<file path="src/rtl/cpu_ext_loader.sv">
// Host-side loader: byte-stream commands drive the CPU external memory ports and run enable.
// Optional macro LOADER_ACK_EN adds a one-byte acknowledge after every legal command.
module cpu_ext_loader #(
  parameter int MEM_RD_LAT = 1
) (
  input  logic        clk,
  input  logic        srst,
  input  logic [7:0]  rx_data,
  input  logic        rx_valid,
  output logic        rx_ready,
  output logic [7:0]  tx_data,
  output logic        tx_valid,
  input  logic        tx_ready,
  output logic [63:0] addr_ext,
  output logic        wen_ext,
  output logic        ren_ext,
  output logic [31:0] wdata_ext,
  output logic [63:0] addr_ext_2,
  output logic        wen_ext_2,
  output logic        ren_ext_2,
  output logic [63:0] wdata_ext_2,
  input  logic [63:0] rdata_ext_2,
  output logic        enable,
  output logic        busy,
  output logic        err
);
  localparam logic [3:0] S_IDLE   = 4'd0;
  localparam logic [3:0] S_HDR    = 4'd1;
  localparam logic [3:0] S_LOAD   = 4'd2;
  localparam logic [3:0] S_WRITE  = 4'd3;
  localparam logic [3:0] S_RUN    = 4'd4;
  localparam logic [3:0] S_RDREQ  = 4'd5;
  localparam logic [3:0] S_RDWAIT = 4'd6;
  localparam logic [3:0] S_SEND   = 4'd7;
  localparam logic [3:0] S_ACK    = 4'd8;
`ifdef LOADER_ACK_EN
  localparam logic [3:0] S_DONE = S_ACK;
`else
  localparam logic [3:0] S_DONE = S_IDLE;
`endif
  localparam logic [7:0] LAT_LAST   = 8'(MEM_RD_LAT - 1);
  localparam logic [7:0] CMD_LOAD_I = 8'h01;
  localparam logic [7:0] CMD_LOAD_D = 8'h02;
  localparam logic [7:0] CMD_RUN    = 8'h03;
  localparam logic [7:0] CMD_DUMP   = 8'h04;

  logic [3:0]  state_q, state_d;
  logic [7:0]  cmd_q, cmd_d;
  logic [1:0]  hdr_q, hdr_d;
  logic [15:0] idx_q, idx_d;
  logic [15:0] cnt_q, cnt_d;
  logic [2:0]  byte_q, byte_d;
  logic [63:0] word_q, word_d;
  logic [7:0]  lat_q, lat_d;

  logic        active;
  logic        cmd_legal;
  logic        last_byte;
  logic [15:0] hdr_cnt;

  assign active    = ~srst;
  assign cmd_legal = (rx_data >= CMD_LOAD_I) && (rx_data <= CMD_DUMP);
  assign last_byte = (cmd_q == CMD_LOAD_I) ? (byte_q == 3'd3) : (byte_q == 3'd7);
  assign hdr_cnt   = {rx_data, cnt_q[7:0]};

  always_comb begin
    state_d = state_q;
    cmd_d   = cmd_q;
    hdr_d   = hdr_q;
    idx_d   = idx_q;
    cnt_d   = cnt_q;
    byte_d  = byte_q;
    word_d  = word_q;
    lat_d   = lat_q;
    case (state_q)
      S_IDLE: begin
        if (rx_valid && cmd_legal) begin
          cmd_d   = rx_data;
          hdr_d   = 2'd0;
          state_d = S_HDR;
        end
      end
      S_HDR: begin
        if (rx_valid) begin
          hdr_d = hdr_q + 2'd1;
          case (hdr_q)
            2'd0:    idx_d[7:0]  = rx_data;
            2'd1:    idx_d[15:8] = rx_data;
            2'd2:    cnt_d[7:0]  = rx_data;
            default: begin
              cnt_d  = hdr_cnt;
              byte_d = 3'd0;
              lat_d  = 8'd0;
              if (hdr_cnt == 16'd0)
                state_d = S_DONE;
              else if (cmd_q == CMD_LOAD_I || cmd_q == CMD_LOAD_D)
                state_d = S_LOAD;
              else if (cmd_q == CMD_RUN)
                state_d = S_RUN;
              else
                state_d = S_RDREQ;
            end
          endcase
        end
      end
      S_LOAD: begin
        // Little-endian assembly: byte n of the word lands in bits [8n+7:8n].
        if (rx_valid) begin
          word_d[{byte_q, 3'b000} +: 8] = rx_data;
          byte_d = byte_q + 3'd1;
          if (last_byte) begin
            byte_d  = 3'd0;
            state_d = S_WRITE;
          end
        end
      end
      S_WRITE: begin
        idx_d   = idx_q + 16'd1;
        cnt_d   = cnt_q - 16'd1;
        state_d = (cnt_q == 16'd1) ? S_DONE : S_LOAD;
      end
      S_RUN: begin
        cnt_d = cnt_q - 16'd1;
        if (cnt_q == 16'd1) state_d = S_DONE;
      end
      S_RDREQ: begin
        lat_d   = 8'd0;
        state_d = S_RDWAIT;
      end
      S_RDWAIT: begin
        if (lat_q == LAT_LAST) begin
          word_d  = rdata_ext_2;
          byte_d  = 3'd0;
          state_d = S_SEND;
        end else begin
          lat_d = lat_q + 8'd1;
        end
      end
      S_SEND: begin
        if (tx_ready) begin
          byte_d = byte_q + 3'd1;
          if (byte_q == 3'd7) begin
            idx_d   = idx_q + 16'd1;
            cnt_d   = cnt_q - 16'd1;
            state_d = (cnt_q == 16'd1) ? S_DONE : S_RDREQ;
          end
        end
      end
      S_ACK: begin
        if (tx_ready) state_d = S_IDLE;
      end
      default: state_d = S_IDLE;
    endcase
  end

  always_ff @(posedge clk) begin
    if (srst) begin
      state_q <= S_IDLE;
      cmd_q   <= 8'd0;
      hdr_q   <= 2'd0;
      idx_q   <= 16'd0;
      cnt_q   <= 16'd0;
      byte_q  <= 3'd0;
      word_q  <= 64'd0;
      lat_q   <= 8'd0;
    end else begin
      state_q <= state_d;
      cmd_q   <= cmd_d;
      hdr_q   <= hdr_d;
      idx_q   <= idx_d;
      cnt_q   <= cnt_d;
      byte_q  <= byte_d;
      word_q  <= word_d;
      lat_q   <= lat_d;
    end
  end

  // Every output is forced low while srst is high, even before the state register clears.
  assign rx_ready  = active & (state_q == S_IDLE || state_q == S_HDR || state_q == S_LOAD);
  assign tx_valid  = active & (state_q == S_SEND || state_q == S_ACK);
  assign tx_data   = !active            ? 8'd0 :
                     (state_q == S_ACK)  ? {4'hA, cmd_q[3:0]} :
                     (state_q == S_SEND) ? word_q[{byte_q, 3'b000} +: 8] : 8'd0;
  assign wen_ext     = active & (state_q == S_WRITE) & (cmd_q == CMD_LOAD_I);
  assign wen_ext_2   = active & (state_q == S_WRITE) & (cmd_q == CMD_LOAD_D);
  assign ren_ext_2   = active & (state_q == S_RDREQ);
  assign ren_ext     = 1'b0;
  assign addr_ext    = wen_ext ? {46'b0, idx_q, 2'b00} : 64'd0;
  assign wdata_ext   = wen_ext ? word_q[31:0] : 32'd0;
  assign addr_ext_2  = (wen_ext_2 || ren_ext_2) ? {45'b0, idx_q, 3'b000} : 64'd0;
  assign wdata_ext_2 = wen_ext_2 ? word_q : 64'd0;
  assign enable      = active & (state_q == S_RUN);
  assign busy        = active & (state_q != S_IDLE);
  assign err         = active & (state_q == S_IDLE) & rx_valid & ~cmd_legal;
endmodule
</file>
<file path="config.mk">
export PLATFORM = sky130hd
export DESIGN_NAME = cpu_ext_loader
export DESIGN_NICKNAME = d
export VERILOG_FILES = /design/src/rtl/cpu_ext_loader.sv
export SDC_FILE = /design/constraint.sdc
export NUM_CORES = 1
export LEC_CHECK = 0
export ABC_AREA = 1
export BUFFER_PORTS_ARGS = -buffer_cell sky130_fd_sc_hd__buf_2
export CAP_MARGIN = 20
export CELL_PAD_IN_SITES_DETAIL_PLACEMENT = 0
export CELL_PAD_IN_SITES_GLOBAL_PLACEMENT = 1
export CORE_ASPECT_RATIO = 1.75
export CORE_MARGIN = 2
export CORE_UTILIZATION = 36
export CTS_CLUSTER_DIAMETER = 100
export DETAILED_ROUTE_END_ITERATION = 6
export GPL_ROUTABILITY_DRIVEN = 0
export PLACE_DENSITY = 0.93
export SYNTH_ARGS = -nofsm -noshare
export SYNTH_HDL_FRONTEND = slang
export SYNTH_SLANG_ARGS = --single-unit
</file>
<file path="constraint.sdc">
create_clock -name clk -period 6.4 [get_ports clk]
set_clock_uncertainty 0.15 [all_clocks]
set_input_delay 0.64 -clock clk [delete_from_list [all_inputs] [get_ports clk]]
set_output_delay 0.64 -clock clk [all_outputs]
set_load 0.01 [all_outputs]
</file>
* Yosys cells after proc, flatten, opt, wreduce, memory -nomap -nowiden
Index checks and enable logic that the tools add are counted.
W data, S select, Z words.
** Operators by class
- Multiplexer cells :: 54
- Add/sub/neg operators :: 6
- Equal/unequal tests :: 30
- $lt $le $gt $ge :: 2
- Reductions and logical operators :: 30
- Shifts and indexed selects :: 3
- Bitwise logic cells :: 13
** Operators by type and width (count)
- $mux W64 :: 3
- $pmux W64 S2 :: 1
- $mux W16 :: 6
- $pmux W16 S3 :: 2
- $mux W8 :: 10
- $bwmux W64 :: 1
- $shift A8 B8 Y64 const A :: 1
- $shiftx A64 B7 Y8 :: 1
- $shiftx A8 B8 Y64 :: 1
- $mux W4 :: 12
- $pmux W4 S9 :: 1
- $mux W32 :: 1
- $pmux W8 S3 :: 1
- $ne A2 B2 Y1 const B :: 11
- $mux W3 :: 7
- $reduce_and A5 Y1 :: 4
- $mux W19 :: 1
- $mux W18 :: 1
- $add A16 B1 Y16 const B :: 1
- $eq A16 B1 Y1 const B :: 1
- $eq A4 B3 Y1 const B :: 4
- $eq A8 B2 Y1 const B :: 2
- $logic_not A16 Y1 :: 1
- $sub A16 B1 Y16 const B :: 1
- 36 further kinds :: 63
** Storage, ports and cells
- Output and inout port bits :: 241
- Bits of input ports :: 76
- Word-level logic and storage cells :: 148
- Flip-flop bits (word level) :: 121

* Logic depth before layout (Yosys ltp)
- Depth after elaboration :: 7
- Mapped depth :: 14

* Worst setup path after synthesis
OpenSTA, ideal clock, no wires.
- Kind :: flip-flop to flip-flop
- Start point :: register byte_q[1]
- End point :: register word_q[22]
- Arrival time :: 2.360 ns
- Period minus slack after synthesis :: 2.580 ns
- Stages on the path, launching flop included :: 12
- Slack :: 3.820 ns
- Library setup time :: 0.070 ns
- Path buffers :: 3
- Required time :: 6.180 ns
- Path through :: dfxtp_1 -> buf_4 -> clkinv_1 -> clkbuf_1 -> ha_1 -> buf_2 -> clkinv_1 -> nor2_1 -> nand3_1 -> o21ai_0 -> o21ai_1 -> a21oi_1
** Between the ends
- Longest elaborated chain between the ends :: 5
- Elaborated cells between the ends (all ways) :: 6
- Classes of those cells :: add/sub (1); shift (2); mux (3)
** Ends and longest elaborated chain
- start, declared :: line 52 : logic [2:0] byte_q, byte_d;
- start signal, assigned :: line 172 : byte_q <= byte_d;
- $neg A6 Y8 * :: line 109 : word_d[{byte_q, 3'b000} +: 8] = rx_data;
- $shiftx A8 B8 Y64 / $shift A8 B8 Y64 (equally long branches) :: line 109
- $bwmux W64 * :: line 109
- $mux W64 * :: line 108 : if (rx_valid) begin
- $pmux W64 S2 * :: line 75 : case (state_q)
- end signal, assigned :: line 173 : word_q <= word_d;
- end, declared :: line 53 : logic [63:0] word_q, word_d;
Every way passes the cells marked *; elsewhere a longest branch is shown, timed or not. The select of a mux whose other input is x is not followed.
A chain may end at the register's enable or synchronous reset.

* Final worst setup path
- Start point :: register byte_q[1]
- End point :: register word_q[55]
Same word-level chain as after synthesis.

==> results.json <==
{
  "post_drt_wl_per_cell_um": 16.2,
  "grt_overflow_total": 0,
  "ios": 317,
  "gr-usage-all-layers_pct": 24.1,
  "die_x_um": 121,
  "cts-root-buf": "clkbuf_16",
  "critPathMaxFanout": 20,
  "port_buffers": 219,
  "yosys_warnings": 0,
  "cap_violations": 0,
  "hold_path_class": "flip-flop to flip-flop",
  "synth_cell_types": 36,
  "syn_inst": 1442,
  "die_y_um": 209,
  "grt_start_max_net_pins": 65,
  "clockBufferDepth": 2,
  "initial_core_util_pct": 36.4,
  "final.setup.tns_ns": 0,
  "first_iter_violations": 743,
  "dp.cells": 1909,
  "grt_pass1_vias": 8981,
  "drc": 0,
  "first_pass_iters": 6,
  "routed_wirelength_mm": 31.5,
  "antennaDiodeCount": 0,
  "area_growth_pct": 16.8,
  "dieArea_sq_um": 25400,
  "max-vdd-ir-drop_mv": 0.211,
  "period_share_pct": 61.7,
  "ys_seq_area_share_pct": 27.7,
  "postCtsSetupBuffers": 0,
  "h-tree-depth": 4,
  "cts_buffers": 17,
  "vias": 9768,
  "endpoint_kind": "flip-flop",
  "cts_tree": "built",
  "clk_pin_slew_ns": 0.05,
  "status": "complete, no violations",
  "worst_pin_slew_ns": 1.01,
  "worst_setup_path_start_kind": "flip-flop",
  "p_leak_nw": 4.50,
  "finalNonFillerCells": 1943,
  "vias_per_cell": 5.03,
  "slew_viol_final": 0,
  "drtAntennaViolNets": 0,
  "antenna_found_initial": 0,
  "syn_avg_cell_area_sq_um": 6.02,
  "fmax_mhz": 253,
  "rsz0062_at_grt": "false",
  "clock_sinks": 120,
  "nNetsFinal": 1715,
  "post_route_cells_drive_above_1_share_pct": 17.7,
  "finalSetupViolations": 0,
  "grt_pass1_wl_mm": 47.1,
  "synth_area_sq_um": 8680,
  "core_area_sq_um": 23800,
  "ctsResizeCount": 0,
  "holdBufCountCts": 0,
  "crit_arrival_ns": 4.08,
  "insertion_delay_ns": 0.43,
  "cellPowerDensity_nw_per_um2": 227,
  "required_ns": 6.53,
  "finalHoldViolations": 0,
  "synth-seq-cells": 120,
  "dp_hpwl_mm": 25.0,
  "slew_headroom_pct": 32.5,
  "rows": 75,
  "min_period_ns": 3.95,
  "critical_path_class": "flip-flop to flip-flop"
}
[cell usage after synthesis]
| cell | number | area [sq um] |
|---|---|---|
| nor4_1 | 1 | 6.26 |
| nand2_1 | 259 | 972 |
| a31o_2 | 1 | 8.76 |
| clkbuf_1 | 35 | 131 |
| a21oi_1 | 156 | 781 |
| or2_2 | 3 | 18.8 |
| o21ai_0 | 146 | 731 |
| clkinv_1 | 6 | 22.5 |
| o31ai_1 | 2 | 15.0 |
| nor2_2 | 6 | 37.5 |
| nand3_2 | 1 | 10.0 |
| buf_6 | 1 | 11.3 |
| conb_1 | 1 | 3.75 |
| a31oi_1 | 15 | 93.8 |
| buf_4 | 99 | 743 |
| inv_1 | 154 | 578 |
| inv_2 | 14 | 52.6 |
| nor3_1 | 19 | 95.1 |
| ha_1 | 17 | 213 |
| dfxtp_1 | 120 | 2400 |
| nand2_2 | 3 | 18.8 |
| buf_2 | 24 | 120 |
| nor2_4 | 1 | 11.3 |
| o21ai_2 | 1 | 8.76 |
| nor2_1 | 231 | 867 |
| nand3b_1 | 2 | 15.0 |
| nor3_2 | 3 | 30.0 |
| xnor2_1 | 1 | 8.76 |
| nand3_1 | 56 | 280 |
| o211ai_1 | 1 | 7.51 |
| o21ai_4 | 1 | 16.3 |
| o21ai_1 | 34 | 170 |
| xor2_1 | 9 | 78.8 |
| nand4_1 | 10 | 62.6 |
| buf_1 | 3 | 11.3 |
| a211oi_1 | 6 | 45.0 |
[cell families (layout without fill, tap and decap cells)]
group	Yosys count	after routing	synth area share, %
other	1	97	0.0432
DFF	120	120	27.7
adders and majority gates	17	17	2.45
xor gates and xnor gates	10	10	1.01
buffers and inverters	336	433	19.2
and+or+nand+nor	595	595	27.9
AOI/OAI and AO/OA	363	363	21.6
[metrics by stage]
step / hold slack (ns) / power, W / util, % / cell area, sq um / worst slack [ns]
final: 0.286 / 0.00231 / 42.5 / 10100 / 2.45
after global routing: 0.305 / 0.00243 / 42.5 / 10100 / 2.09
after CTS: 0.289 / 0.00231 / 42.3 / 10100 / 2.49
after detailed placement: 0.279 / 0.00142 / 40.1 / 9550 / 2.53
after global placement: 0.277 / 0.00141 / 40.0 / 9540 / 2.68
after floorplan: 0.269 / 0.00131 / - / 9040 / 3.82
[layout make-up]
type,instances,area (sq um)
fill,2592,13700
multi-input combinational,1082,4970
sequential,120,2400
timing repair buffer,227,1190
inverter,174,653
clock buffer,23,468
tap,308,385
clock inverter,9,75.1
[flip-flops by register name, indices dropped and copies added (netlist names)]
signal and count:
byte_q 3, cmd_q 8, cnt_q 16, hdr_q 2
idx_q 16, lat_q 8, state_q 3, word_q 64
[cells in the final DEF (no fill, tap or decap), types with 2 or more instances in the layout]
cell type,netlist,routed
nand3b_1,2,2
nor2_2,6,6
clkbuf_1,35,4
buf_2,24,219
nor2_1,231,231
inv_1,154,154
ha_1,17,17
xor2_1,9,9
nand2_2,3,3
nand3_1,56,56
clkinv_2,0,6
or2_2,3,3
clkinvlp_4,0,2
dfxtp_1,120,120
nor3_1,19,19
clkbuf_16,0,17
nand4_1,10,10
a21oi_1,156,156
clkbuf_8,0,2
o21ai_1,34,34
buf_4,99,6
conb_1,1,97
inv_2,14,14
nor3_2,3,3
a31oi_1,15,15
nand2_1,259,259
clkinv_1,6,6
o21ai_0,146,146
o31ai_1,2,2
a211oi_1,6,6
[critical path, cell delays in order, from the launching register on]
cell	delay, ns
dfxtp_1	0.77
clkinv_1	0.68
ha_1	0.42
ha_1	0.31
inv_1	0.09
nand3_1	0.14
inv_1	0.07
o21ai_1	0.58
clkinv_1	0.38
nand2_1	0.14
a21oi_1	0.07
[worst paths after layout]
path / from / end / slack (ns) / depth (start not counted)
max: byte_q[1]$_SDFFE_PP0P_ / word_q[55]$_SDFFE_PP0P_ / 2.45 / 10
min: cmd_q[5]$_SDFFE_PP0P_ / cmd_q[5]$_SDFFE_PP0P_ / 0.29 / 2
max reg2reg: byte_q[1]$_SDFFE_PP0P_ / word_q[55]$_SDFFE_PP0P_ / 2.45 / 10
min reg2reg: cmd_q[5]$_SDFFE_PP0P_ / cmd_q[5]$_SDFFE_PP0P_ / 0.29 / 2
[routing by layer]
layer	track usage [%]	share of wire [%]	up-vias
met1	23.4	35	4408
met4	15.4	6.3	0
met3	3.34	5.2	108
li1	-	-	4796
met2	46.4	54	456
met5	0	0	-
[report_power, final]
part | internal [W] | total [W] | switching, W
logic | 0.000179 | 0.000555 | 0.000375
clock network | 0.000549 | 0.000900 | 0.000351
registers | 0.000799 | 0.000850 | 0.0000508
total | 0.00153 | 0.00231 | 0.000778
Note: power is estimated with default switching activity, not from simulation.
